--- src/rtl/exec_pkg.sv ---
// Shared definitions for the RV32I execute stage: ALU op codes, forward selects,
// and the EX/MEM pipeline register layout.
package exec_pkg;

    localparam int DATA_W_PKG = 32;

    localparam logic [2:0] ALU_ADD = 3'b000;
    localparam logic [2:0] ALU_SUB = 3'b001;
    localparam logic [2:0] ALU_AND = 3'b010;
    localparam logic [2:0] ALU_OR  = 3'b011;
    localparam logic [2:0] ALU_SLT = 3'b101;
    localparam logic [2:0] ALU_MUL = 3'b110;

    localparam logic [1:0] FWD_REG = 2'b00;
    localparam logic [1:0] FWD_WB  = 2'b01;
    localparam logic [1:0] FWD_MEM = 2'b10;

    typedef struct packed {
        logic                    reg_write;
        logic                    mem_write;
        logic                    result_src;
        logic [4:0]              rd;
        logic [DATA_W_PKG-1:0]   alu_result;
        logic [DATA_W_PKG-1:0]   write_data;
        logic [DATA_W_PKG-1:0]   pc_plus4;
    } exmem_t;

    // The reserved select 11 falls back to the register value.
    function automatic logic [DATA_W_PKG-1:0] fwd_select(
        input logic [1:0]            sel,
        input logic [DATA_W_PKG-1:0] reg_val,
        input logic [DATA_W_PKG-1:0] wb_val,
        input logic [DATA_W_PKG-1:0] mem_val
    );
        logic [DATA_W_PKG-1:0] r;
        case (sel)
            FWD_WB:  r = wb_val;
            FWD_MEM: r = mem_val;
            default: r = reg_val;
        endcase
        return r;
    endfunction

endpackage

--- src/rtl/execute_cycle_alu.sv ---
// Combinational ALU for the execute stage.
// Optional multiplier on op 110 is built only when EXEC_MUL_EN is defined.
module alu
    import exec_pkg::*;
#(
    parameter int DATA_W = 32
) (
    input  logic [DATA_W-1:0] A,
    input  logic [DATA_W-1:0] B,
    input  logic [2:0]        ALUControl,
    output logic [DATA_W-1:0] Result,
    output logic              Zero
);

`ifdef EXEC_MUL_EN
    logic [DATA_W-1:0] product;
    assign product = A * B;
`endif

    always_comb begin
        Result = '0;
        case (ALUControl)
            ALU_ADD: Result = A + B;
            ALU_SUB: Result = A - B;
            ALU_AND: Result = A & B;
            ALU_OR:  Result = A | B;
            ALU_SLT: Result = {{(DATA_W-1){1'b0}}, ($signed(A) < $signed(B))};
`ifdef EXEC_MUL_EN
            ALU_MUL: Result = product;
`endif
            default: Result = '0;
        endcase
    end

    assign Zero = (Result == '0);

endmodule

--- src/rtl/execute_cycle.sv ---
// RV32I execute stage: operand forwarding, ALU, beq resolution and the EX/MEM register.
// Build with EXEC_MUL_EN defined to enable the single-cycle multiply on op 110.
module execute_cycle
    import exec_pkg::*;
#(
    parameter int DATA_W = 32
) (
    input  logic              clk,
    input  logic              rst,
    input  logic              RegWriteE,
    input  logic              ALUSrcE,
    input  logic              MemWriteE,
    input  logic              ResultSrcE,
    input  logic              BranchE,
    input  logic [2:0]        ALUControlE,
    input  logic [DATA_W-1:0] RD1_E,
    input  logic [DATA_W-1:0] RD2_E,
    input  logic [DATA_W-1:0] Imm_Ext_E,
    input  logic [4:0]        RD_E,
    input  logic [DATA_W-1:0] PCE,
    input  logic [DATA_W-1:0] PCPlus4E,
    input  logic [DATA_W-1:0] ResultW,
    input  logic [1:0]        ForwardA_E,
    input  logic [1:0]        ForwardB_E,
    input  logic              EnM,
    input  logic              ClrM,
    output logic              PCSrcE,
    output logic [DATA_W-1:0] PCTargetE,
    output logic              RegWriteM,
    output logic              MemWriteM,
    output logic              ResultSrcM,
    output logic [4:0]        RD_M,
    output logic [DATA_W-1:0] ALU_ResultM,
    output logic [DATA_W-1:0] WriteDataM,
    output logic [DATA_W-1:0] PCPlus4M
);

    logic [DATA_W-1:0] src_a;
    logic [DATA_W-1:0] fwd_b;
    logic [DATA_W-1:0] src_b;
    logic [DATA_W-1:0] alu_result;
    logic              zero;
    exmem_t            exmem_q;
    exmem_t            exmem_d;

    // Stage-M ALU result feeds back for back-to-back dependent instructions.
    assign src_a = fwd_select(ForwardA_E, RD1_E, ResultW, exmem_q.alu_result);
    assign fwd_b = fwd_select(ForwardB_E, RD2_E, ResultW, exmem_q.alu_result);
    assign src_b = ALUSrcE ? Imm_Ext_E : fwd_b;

    alu #(.DATA_W(DATA_W)) u_alu (
        .A          (src_a),
        .B          (src_b),
        .ALUControl (ALUControlE),
        .Result     (alu_result),
        .Zero       (zero)
    );

    assign PCSrcE    = BranchE & zero;
    assign PCTargetE = PCE + Imm_Ext_E;

    always_comb begin
        exmem_d            = '0;
        exmem_d.reg_write  = RegWriteE;
        exmem_d.mem_write  = MemWriteE;
        exmem_d.result_src = ResultSrcE;
        exmem_d.rd         = RD_E;
        exmem_d.alu_result = alu_result;
        exmem_d.write_data = fwd_b;
        exmem_d.pc_plus4   = PCPlus4E;
    end

    // Clear beats enable so the hazard unit can always force a bubble.
    always_ff @(posedge clk or posedge rst) begin
        if (rst) begin
            exmem_q <= '0;
        end else if (ClrM) begin
            exmem_q <= '0;
        end else if (EnM) begin
            exmem_q <= exmem_d;
        end
    end

    assign RegWriteM   = exmem_q.reg_write;
    assign MemWriteM   = exmem_q.mem_write;
    assign ResultSrcM  = exmem_q.result_src;
    assign RD_M        = exmem_q.rd;
    assign ALU_ResultM = exmem_q.alu_result;
    assign WriteDataM  = exmem_q.write_data;
    assign PCPlus4M    = exmem_q.pc_plus4;

endmodule

--- config.mk ---
export PLATFORM = sky130hd
export DESIGN_NAME = execute_cycle
export DESIGN_NICKNAME = d
export VERILOG_FILES = /design/src/rtl/exec_pkg.sv /design/src/rtl/execute_cycle_alu.sv /design/src/rtl/execute_cycle.sv
export SDC_FILE = /design/constraint.sdc
export NUM_CORES = 1
export LEC_CHECK = 0
export ABC_AREA = 1
export ABC_CLOCK_PERIOD_IN_PS = 11000
export BUFFER_PORTS_ARGS = -buffer_cell sky130_fd_sc_hd__buf_2
export CAP_MARGIN = 20
export CELL_PAD_IN_SITES_DETAIL_PLACEMENT = 1
export CELL_PAD_IN_SITES_GLOBAL_PLACEMENT = 2
export CORE_UTILIZATION = 30
export DETAILED_ROUTE_END_ITERATION = 16
export GPL_ROUTABILITY_DRIVEN = 0
export PLACE_DENSITY_LB_ADDON = 0.12
export REMOVE_ABC_BUFFERS = 1
export SYNTH_ARGS = -nofsm -noshare
export SYNTH_HDL_FRONTEND = slang
export SYNTH_SLANG_ARGS = --single-unit
--- constraint.sdc ---
create_clock -name clk -period 11 [get_ports clk]
set_clock_uncertainty 0.2 [all_clocks]
set_input_delay 0.55 -clock clk [delete_from_list [all_inputs] [get_ports clk]]
set_output_delay 0.55 -clock clk [all_outputs]
set_load 0.03 [all_outputs]
After elaboration in Yosys (flattened, before gate mapping)
Index checks and enable logic that the tools add are counted.
Widths: inputs -> output; s select.
{ "word_totals": {"regBits": 104, "input_bits": 213, "output_inout_bits": 137, "wordCells": 31} }
{ "classes": {"add_sub_neg": 3, "order_cmp": 1, "eq_ne": 8, "muxes": 6, "n_bitwise": 3, "n_reduce_logical": 3} }
{ "op_table": {"columns": ["operator", "n"], "rows": [
  ["$mux 104", 2],
  ["$pmux 32 s5", 1],
  ["$pmux 32 s2", 2],
  ["$add 32x32->32", 2],
  ["$and 32x32->32", 1],
  ["$logic_not 32->1", 1],
  ["$lt 32x32->1", 1],
  ["$mux 32", 1],
  ["$or 32x32->32", 1],
  ["$sub 32x32->32", 1],
  ["$eq 3x2->1 const B", 2],
  ["$eq 2x1->1 const B", 2],
  ["$eq 2x2->1 const B", 2],
  ["$eq 3x1->1 const B", 1],
  ["$eq 3x3->1 const B", 1],
  ["$logic_not 3->1", 1],
  ["$reduce_bool 2->1", 1],
  ["$and 1x1->1", 1]
]} }

Longest topological paths before layout
Gate-level depths: netlist of run 1.
{ "depth": {"depth_word": 7, "depth_mapped": 27, "mapped_depth_nobuf": 24} }

Hierarchy
From an unflattened synthesis of run 1, not the netlist that was laid out.
{ "hier_totals": {"cells_unflattened": 2609, "area_unflattened_um2": 14687.8} }
{ "modules_own_cells": {"columns": ["mod", "instances", "cells_each", "area_each_um2", "seq_area_each_um2"], "rows": [
  ["execute_cycle", 1, 1273, 8037.7, 2602.5],
  ["alu", 1, 1336, 6650.1, 0.0]
]} }

Worst setup path after synthesis of run 1
OpenSTA, ideal clock, no wires.
{ "synth_path": {"path_kind": "input -> output", "from": "input ForwardB_E[0]", "to": "output PCSrcE", "t_arrival_ps": 4035, "t_required_ps": 10250, "slack_ps": 6215, "path_stages": 25, "n_path_buf": 2, "path_cell_list": "inv_1 > ha_1 > clkbuf_1 > clkbuf_1 > a221o_1 > o21ai_0 > o21ai_0 > ha_1 > inv_1 > fa_1 > inv_1 > nand2_1 > o21ai_2 > nand2_1 > nand2_1 > nand2_1 > nand3_1 > nand2_1 > nand3_1 > nand3b_1 > nor2_1 > nand2_1 > nor2_1 > nand3_1 > nor2_1"} }
{ "synth_via": {"elab_chain_cells": 7, "word_cells_on_any_way": 12, "cone_classes": "add/sub (2); order compare (1); eq/ne (2); mux (3); bitwise (3); reduce/logical (1)"} }
{ "synth_lines": {"columns": ["item", "line_no", "text"], "rows": [
  ["start, declared", "execute_cycle.sv:24", "input logic [1:0] ForwardB_E,"],
  ["$eq 2x2->1 or $eq 2x1->1 (tied branches)", "exec_pkg.sv:36", "case (sel)"],
  ["$pmux 32 s2 (*)", "exec_pkg.sv:36", null],
  ["$mux 32 (*)", "execute_cycle.sv:49", "assign src_b = ALUSrcE ? Imm_Ext_E : fwd_b;"],
  ["$sub 32x32->32, or another cell as far along", "execute_cycle_alu.sv:24", "ALU_SUB: Result = A - B;"],
  ["$pmux 32 s5 (*)", "execute_cycle_alu.sv:22", "case (ALUControl)"],
  ["$logic_not 32->1 (*)", "execute_cycle_alu.sv:35", "assign Zero = (Result == '0);"],
  ["$and 1x1->1 (*)", "execute_cycle.sv:59", "assign PCSrcE = BranchE & zero;"],
  ["end, declared", "execute_cycle.sv:27", "output logic PCSrcE,"]
]} }
Mark *: on every way between the ends. The rest lies on a longest branch, timed or not.

Worst setup path in the final report of run 1
Same ends and word-level chain as after synthesis.

==> results of run 1 <==
[worst max-delay path, delay by kind of cell]
family          cells  cell delay, ps
compound gates      3             940
fa+ha+maj           3            1090
buf+inv             7            1370
simple gates       13            2040
[sequential cells by signal (all words and copies together), names as in the netlist]
register and cells:
PCPlus4M 32, ResultSrcM 1, WriteDataM 32, RD_M 5
RegWriteM 1, ALU_ResultM 32, MemWriteM 1
[power by group through the flow]
stage | Clock [mW] | Sequential [mW] | Combinational, mW
6_report | 0.354 | 0.430 | 1.19
3_3_place_gp | 0 | 0.435 | 1.17
3_5_place_dp | 0 | 0.436 | 1.18
4_1_cts | 0.362 | 0.429 | 1.18
5_1_grt | 0.370 | 0.433 | 1.31
2_1_floorplan | 0 | 0.483 | 0.706
[through the flow]
stage / instances / instance area (sq um)
2_1_floorplan: 2160 / 13100
3_3_place_gp: 3118 / 15730
3_5_place_dp: 3118 / 15730
4_1_cts: 3132 / 16020
5_1_grt: 3138 / 16030
6_report: 3146 / 16050
[logic make-up (layout without fill, tap and decap cells)]
kind of cell | after synthesis | after routing | synth area share
AOI/OAI and AO/OA | 393 | 393 | 0.1783
and+or+nand+nor | 1123 | 1123 | 0.3465
other | 0 | 14 | 0
buffers and inverters | 472 | 754 | 0.1372
xor gates and xnor gates | 32 | 32 | 0.02068
DFF | 104 | 104 | 0.1920
adders and majority gates | 134 | 134 | 0.1254
[placed cells by master (no fill, tap or decap), types with 6 or more instances in the layout]
master / instances
a21oi_1: 80
a221o_1: 60
and2_1: 7
buf_2: 349
buf_4: 17
clkbuf_16: 9
dfrtp_1: 104
diode_2: 14
ha_1: 131
inv_1: 369
nand2_1: 679
nand3_1: 226
nand3b_1: 8
nand4_1: 20
nor2_1: 142
nor2_2: 8
nor3_1: 14
o21ai_0: 180
o21ai_1: 6
o21bai_1: 13
o22ai_1: 27
xnor2_1: 12
xor2_1: 20
[metal layers]
metal	track usage	vias up	wire length, um
met3	0.07489	99	5124
met2	0.4821	475	31050
li1	-	7860	-
met4	0.08548	24	1710
met5	0	-	159
met1	0.3713	7793	30040
[worst max path at each step]
stage                        startpoint               to  slack, ps  cells past startpoint
final                     ForwardB_E[0]           PCSrcE       4180                     26
after CTS                 ForwardB_E[0]           PCSrcE       4230                     27
after floorplan                     EnM  ALU_ResultM[10]       5750                      4
after global placement    ForwardB_E[0]           PCSrcE       4270                     27
after global routing      ForwardB_E[0]           PCSrcE       3770                     27
after detailed placement  ForwardB_E[0]           PCSrcE       4230                     27
[final cells by class]
cell class | count | share of cell area
Sequential cell | 104 | 0.1621
Clock inverter | 4 | 0.003429
Timing Repair Buffer | 366 | 0.1167
Clock buffer | 10 | 0.01489
Tap cell | 592 | 0.04614
Multi-Input combinational cell | 1682 | 0.5668
Antenna cell | 14 | 0.002182
Inverter | 374 | 0.08776
==> impl_metrics.env, run 1 <==
export IMPL_status="finished with violations"
export IMPL_violations="hold timing"
export IMPL_yosysMostFrequentCell="nand2_1"
export IMPL_die_y_um=214.6
export IMPL_htreeDepth=3
export IMPL_cp_required_ps=10250
export IMPL_cts_resized=0
export IMPL_drc=0
export IMPL_setup_violations=0
export IMPL_r2r_end="ALU_ResultM[0]"
export IMPL_crit_type="input port to output port"
export IMPL_fin_util=0.3615
export IMPL_synthDistinctLibCells=49
export IMPL_final_layout_size_suffix_gt1_frac=0.1618
export IMPL_cp_data_arrival_time_ps=6070
export IMPL_routedWlPerCell_um=21.64
export IMPL_grt_pass1_wl_um=102600
export IMPL_synth_top_area_frac=0.1920
export IMPL_cts_tree="yes"
export IMPL_p_comb_frac=0.603
export IMPL_grt_setup_unrepaired="false"
export IMPL_netlist_instances=2258
export IMPL_synth_seq_cells=104
export IMPL_regToRegStartpoint="ALU_ResultM[0]"
export IMPL_seqCellArea_sq_um=2603
export IMPL_grtUsageTotal=0.2915
export IMPL_power_frac_clock=0.179
export IMPL_cts_sinks=104
export IMPL_finalCritPeriodShare=0.6199
export IMPL_p_switching_mw=1.047
export IMPL_worst_path_max_delay_cell="fa_1"
export IMPL_p_seq_frac=0.217
export IMPL_hpwl_um=57080
export IMPL_p_leak_nw=9.234
export IMPL_grt_max_degree=69
export IMPL_path_max_fanout=33
export IMPL_fmax_mhz=146.6
export IMPL_endpoint_kind="output port"
export IMPL_multi_input_area_sq_um=9099
export IMPL_vias_per_cell=5.166
export IMPL_initial_core_util=0.3052
export IMPL_worstMarginPinSlew_ps=1152
export IMPL_post_synth_main_area_contributors="dfrtp_1 19%, nand2_1 19%, ha_1 12%, inv_1 10%, nand3_1 8.3%"
export IMPL_rows=77
export IMPL_irDropWorstVdd_uv=68.40
export IMPL_layout_setup_ws_ps=4181
export IMPL_p_per_area_nw_per_um2=123.1
export IMPL_die_area_sq_um=46030
export IMPL_nFillCells=6027
export IMPL_finalHoldViolations=9
export IMPL_clk_latency_ps=380
export IMPL_internal_power_mw=0.9283
export IMPL_dr_first_iter_drc_count=864
export IMPL_synth_seq_area_share=0.1920
export IMPL_grt_pass1_vias=16940
export IMPL_min_period_ps=6819
export IMPL_reg2reg_depth=17
export IMPL_wl_um=68080
export IMPL_antenna_found_initial=26
export IMPL_postCtsHoldBufs=0
export IMPL_fin_hold_ws_ps=-8.562
export IMPL_vias=16250
export IMPL_cp_slowest_stage_delay_ps=460
export IMPL_p_sw_frac=0.5302
export IMPL_synth_edff_count=0
export IMPL_cap_violations=0
export IMPL_avgSynthCellArea_sq_um=6.002
export IMPL_clkTransAtPathRegs_ps=80
export IMPL_io_buffers=349
export IMPL_cts_made_buffers=9
export IMPL_synth_flop_cell="dfrtp_1"
export IMPL_overflow=0
export IMPL_coreArea_sq_um=44410
export IMPL_synthArstFlopShare=1.000
export IMPL_drtPass1Iterations=5
export IMPL_syn2layout_area_growth_pct=18.45
export IMPL_min_path_type="input port to async pin"
export IMPL_pre_cts_ws_ps=4231
export IMPL_relSlewSlack=0.2313
export IMPL_detail_route_antenna_nets=0
export IMPL_synth_common_cells="679 x nand2_1, 372 x inv_1, 226 x nand3_1"
export IMPL_cts_root_buf="clkbuf_16"
export IMPL_p_total_mw=1.976
export IMPL_pin_count=350
export IMPL_slew_viol_final=0
export IMPL_ys_warnings_count=0
export IMPL_reg2reg_slack_ps=6720
export IMPL_dieWidth_um=214.6
export IMPL_cts_setup_buffers=0
export IMPL_yosysTopAreaCell="dfrtp_1"
export IMPL_worstSetupStartpointType="input port"
export IMPL_crit_top_cell="nand2_1"
export IMPL_cts_buffer_depth=2
export IMPL_syn_area_sq_um=13550
export IMPL_nets=2884
export IMPL_tns_ps=0
Note: power is estimated with default switching activity, not from simulation.
==> run 2, diff against run 1 <==
Settings changed: ABC_CLOCK_PERIOD_IN_PS 11000 to 6860, CORE_UTILIZATION 30 to 28.
Clock period 11 ns to 6.86 ns, I/O delays scaled along.
==> run 2 against run 1 <==
Net effect: the run now ends clean; flip-flop and latch count unchanged; first-iteration DRC count decreased by 9.6%; global-route usage decreased by 1.1 points; die area increased by 7.1%; total power increased by 61%; non-clock buffer count increased by 47; sequential share of layout area decreased by 0.48 points; clock-buffer cell count increased by 1; critical endpoint unchanged; largest cell class unchanged; largest power group unchanged.
==> impl_metrics.env, run 2 (same netlist as run 1, synthesis figures left out) <==
export IMPL_htreeDepth=3
export IMPL_p_leak_nw=9.438
export IMPL_clk_latency_ps=370
export IMPL_final_cell_mix="679 x nand2_1, 369 x inv_1, 349 x buf_2"
export IMPL_relSlewSlack=0.2308
export IMPL_grt_max_degree=90
export IMPL_die_y_um=222.0
export IMPL_fmax_mhz=161.3
export IMPL_syn2layout_area_growth_pct=22.06
export IMPL_drc=0
export IMPL_p_per_area_nw_per_um2=192.7
export IMPL_die_area_sq_um=49290
export IMPL_grt_pass1_wl_um=105700
export IMPL_nFillCells=6319
export IMPL_cp_data_arrival_time_ps=5660
export IMPL_holdCritStartpoint="RD2_E[26]"
export IMPL_coreArea_sq_um=47750
export IMPL_tns_ps=0
export IMPL_drtPass1Iterations=5
export IMPL_p_total_mw=3.188
export IMPL_antenna_found_initial=25
export IMPL_dp_cells=3147
export IMPL_finalCritPeriodShare=0.9039
export IMPL_regToRegStartpoint="ALU_ResultM[0]"
export IMPL_worstMarginPinSlew_ps=1147
export IMPL_grtUsageTotal=0.2807
export IMPL_setup_violations=0
export IMPL_pin_count=350
export IMPL_cts_made_buffers=9
export IMPL_vias=16350
export IMPL_finalHoldViolations=0
export IMPL_rows=80
export IMPL_hold_path_end="WriteDataM[26]"
export IMPL_wl_um=70120
export IMPL_grt_setup_unrepaired="false"
export IMPL_overflow=0
export IMPL_reg2reg_depth=18
export IMPL_crit_type="input port to output port"
export IMPL_worstSetupStartpointType="input port"
export IMPL_detail_route_antenna_nets=0
export IMPL_layout_commonest_cell="nand2_1"
export IMPL_cts_sinks=104
export IMPL_path_max_fanout=20
export IMPL_cts_buffer_depth=2
export IMPL_initial_core_util=0.2839
export IMPL_min_period_ps=6201
export IMPL_final_cells=3214
export IMPL_io_buffers=349
export IMPL_nets=2931
export IMPL_hold_path_depth=3
export IMPL_hpwl_um=59040
export IMPL_final_layout_size_suffix_gt1_frac=0.1615
export IMPL_reg2reg_slack_ps=2680
export IMPL_dieWidth_um=222.0
export IMPL_seqCellArea_sq_um=2603
export IMPL_cts_root_buf="clkbuf_16"
export IMPL_vias_per_cell=5.086
export IMPL_status="complete, no violations"
export IMPL_cp_required_ps=6320
export IMPL_irDropWorstVdd_uv=135.9
export IMPL_clkTransAtPathRegs_ps=70
export IMPL_cts_tree="yes"
export IMPL_dr_first_iter_drc_count=781
export IMPL_routedWlPerCell_um=21.82
export IMPL_multi_input_area_sq_um=9099
export IMPL_endpoint_kind="output port"
export IMPL_r2r_end="ALU_ResultM[0]"
export IMPL_grt_pass1_vias=17410
export IMPL_min_path_type="input port to flop"
export IMPL_cap_violations=0
export IMPL_slew_viol_final=0
## run 2: what timing repair did
action	CTS	global route
hold buffers	41	0
hold endpoints to repair	80	0
resized for setup	0	0
setup buffers	0	0
## run 2: stage by stage
stage	instance area, sq um	hold WS, ps	setup slack (ps)	util
after detailed placement	15800	244.6	714.2	0.3309
final	16540	106.1	659.5	0.3465
after CTS	16520	92.12	712.5	0.3459
after global placement	15800	241.9	892.5	0.3309
after floorplan	13100	252.6	1818	-
after global routing	16530	128.9	343.7	0.3463
## run 2: worst max-delay path by stage
stage                             start              end  slack [ps]  depth (start not counted)
after global placement    ForwardB_E[0]           PCSrcE         890                         23
after floorplan                     EnM  ALU_ResultM[10]        1820                          4
final                     ForwardB_E[1]           PCSrcE         660                         24
after global routing      ForwardB_E[1]           PCSrcE         340                         26
after CTS                 ForwardB_E[1]           PCSrcE         710                         26
after detailed placement  ForwardB_E[1]           PCSrcE         710                         26
## run 2: per-layer routing
metal / track usage / vias to the layer above / routed length, um
met5: 0 / - / 174
met4: 0.07908 / 26 / 1665
met3: 0.05937 / 93 / 3727
met2: 0.4733 / 386 / 32830
met1: 0.3590 / 7897 / 31730
li1: - / 7946 / -
## run 2: power by group
group	internal (mW)	leakage, nW	switching, mW	total (mW)
registers	0.654	1.40	0.0366	0.690
logic	0.563	7.90	1.37	1.93
clock network	0.302	0.144	0.261	0.563
## run 2: worst max-delay path: stages
cell,delay [ps]
buf_2,110
inv_1,50
ha_1,750
buf_4,270
a221o_1,160
o21ai_0,110
o21ai_0,700
ha_1,340
inv_1,100
fa_1,420
inv_1,130
nand2_1,90
o21ai_2,340
nand2_1,90
nand2_1,70
o21bai_1,80
nor2_1,230
nand4_1,170
nor2_1,310
nand4_1,130
nor2_1,200
nand3_1,140
nor2_1,110
buf_2,210
## run 2: area by class of cell
type / count / share of cell area
antenna: 11 / 0.001664
clock buffer: 11 / 0.01528
clock inverter: 4 / 0.003252
inverter: 374 / 0.08516
multi-input combinational: 1682 / 0.5500
sequential: 104 / 0.1573
tap: 615 / 0.04651
timing repair buffer: 413 / 0.1408
==> run 3, diff against run 2 <==
Settings changed: CORE_MARGIN from default to 3.
==> run 3 against run 2 <==
Net effect: fmax rose by 2.9%; wire length rose by 2.0%; clock power rose by 0.9%; via count barely moved; sequential share of layout area barely moved; combinational power barely moved; total power rose by 0.19%; global-route usage fell by 0.65 points; design area barely moved; hold slack got worse by 11 ps; register-to-register slack improved by 120 ps; critical endpoint unchanged; largest power group unchanged.
==> impl_metrics.env, run 3 (same netlist as run 1, synthesis figures left out) <==
export IMPL_irDropWorstVdd_uv=146.4
export IMPL_p_seq_frac=0.216
export IMPL_io_buffers=349
export IMPL_rows=79
export IMPL_coreArea_sq_um=47150
export IMPL_crit_top_cell="nand2_1"
export IMPL_die_area_sq_um=51080
export IMPL_syn2layout_area_growth_pct=21.95
export IMPL_detail_route_antenna_nets=0
export IMPL_vias_per_cell=5.101
export IMPL_status="complete, no violations"
export IMPL_p_total_mw=3.194
export IMPL_power_frac_clock=0.178
export IMPL_grtUsageTotal=0.2742
export IMPL_routedWlPerCell_um=22.32
export IMPL_initial_core_util=0.2875
export IMPL_nFillCells=6283
export IMPL_fmax_mhz=165.9
export IMPL_layout_commonest_cell="nand2_1"
export IMPL_path_max_fanout=26
export IMPL_p_switching_mw=1.682
export IMPL_dieWidth_um=226.0
export IMPL_cp_required_ps=6320
export IMPL_p_comb_frac=0.606
export IMPL_dr_first_iter_drc_count=803
export IMPL_endpoint_kind="output port"
export IMPL_grt_pass1_wl_um=106300
export IMPL_internal_power_mw=1.512
export IMPL_cp_data_arrival_time_ps=5490
export IMPL_clkTransAtPathRegs_ps=80
export IMPL_finalHoldViolations=0
export IMPL_htreeDepth=3
export IMPL_cp_top_family="simple AND/OR/NAND/NOR gates"
export IMPL_drc=0
export IMPL_wl_um=71530
export IMPL_finalCritPeriodShare=0.8787
export IMPL_cp_slowest_stage_delay_ps=670
export IMPL_vias=16350
export IMPL_grt_pass1_vias=17270
export IMPL_overflow=0
export IMPL_grt_setup_unrepaired="false"
export IMPL_cts_buffer_depth=2
export IMPL_p_sw_frac=0.5265
export IMPL_die_y_um=226.0
export IMPL_layout_setup_ws_ps=831.9
export IMPL_cap_violations=0
export IMPL_worst_path_buf_inv=6
export IMPL_slew_viol_final=0
export IMPL_final_layout_size_suffix_gt1_frac=0.1602
export IMPL_grt_max_degree=68
export IMPL_clk_latency_ps=380
export IMPL_cts_resized=0
export IMPL_cts_sinks=104
export IMPL_nets=2927
export IMPL_cts_made_buffers=9
export IMPL_crit_type="input port to output port"
export IMPL_tns_ps=0
export IMPL_pin_count=350
export IMPL_min_path_type="input port to flop"
export IMPL_relSlewSlack=0.2731
export IMPL_hpwl_um=60270
export IMPL_cts_root_buf="clkbuf_16"
export IMPL_cts_tree="yes"
export IMPL_worst_path_max_delay_cell="o21ai_0"
export IMPL_p_per_area_nw_per_um2=193.2
export IMPL_antenna_found_initial=27
export IMPL_drtPass1Iterations=5
export IMPL_setup_violations=0
export IMPL_min_period_ps=6028
export IMPL_postCtsHoldBufs=41
export IMPL_pre_cts_ws_ps=950.7
export IMPL_fin_util=0.3506
export IMPL_worstMarginPinSlew_ps=1084
export IMPL_p_leak_nw=9.427
export IMPL_worstSetupStartpointType="input port"
export IMPL_cts_setup_buffers=0
export IMPL_final_cell_mix="679 x nand2_1, 369 x inv_1, 349 x buf_2"
[run 3: through the flow]
stage               std cells  cell area, sq um  hold WS, ps
floorplan                2160             13100        252.6
global placement         3134             15750        217.3
global route             3196             16510        116.5
detailed placement       3135             15780        231.8
CTS                      3192             16500        79.57
finish                   3205             16530        95.23
[run 3: worst min-delay path, stage by stage]
cell and delay, ps:
buf_2 80, o21ai_0 80, o21ai_0 140
[run 3: power groups by stage]
stage	Sequential, mW	Clock (mW)	Combinational (mW)
2_1_floorplan	0.775	0	1.13
3_3_place_gp	0.698	0	1.88
3_5_place_dp	0.699	0	1.90
4_1_cts	0.688	0.581	1.93
5_1_grt	0.694	0.601	2.14
6_report	0.689	0.568	1.94
[run 3: worst paths after layout]
path                       depth (start not counted)  slack, ps               to            from
setup / recovery                                  26        830           PCSrcE   ForwardB_E[0]
hold / removal                                     3        100   WriteDataM[21]       RD2_E[21]
setup reg to reg                                  18       2800  ALU_ResultM[24]  ALU_ResultM[0]
hold reg to reg                                    2        310     PCPlus4M[11]    PCPlus4M[11]
max in group asynchronous                          4       4730   WriteDataM[27]             rst
min in group asynchronous                          3        360        RegWriteM             rst
[run 3: cell type report]
cell class	count	area (sq um)	share of cell area
clock buffer	11	242.7	0.01469
antenna	13	32.53	0.001968
tap	607	759.5	0.04595
timing repair buffer	409	2320	0.1403
multi-input combinational	1682	9099	0.5505
sequential	104	2603	0.1575
inverter	374	1409	0.08524
clock inverter	5	63.81	0.003861
[run 3: metal layers]
layer	global-route usage	vias up	part of all wire
met1	0.3562	7948	0.45
li1	-	7937	-
met4	0.04685	30	0.013
met5	0	-	0.0030
met3	0.06200	86	0.055
met2	0.4717	349	0.48
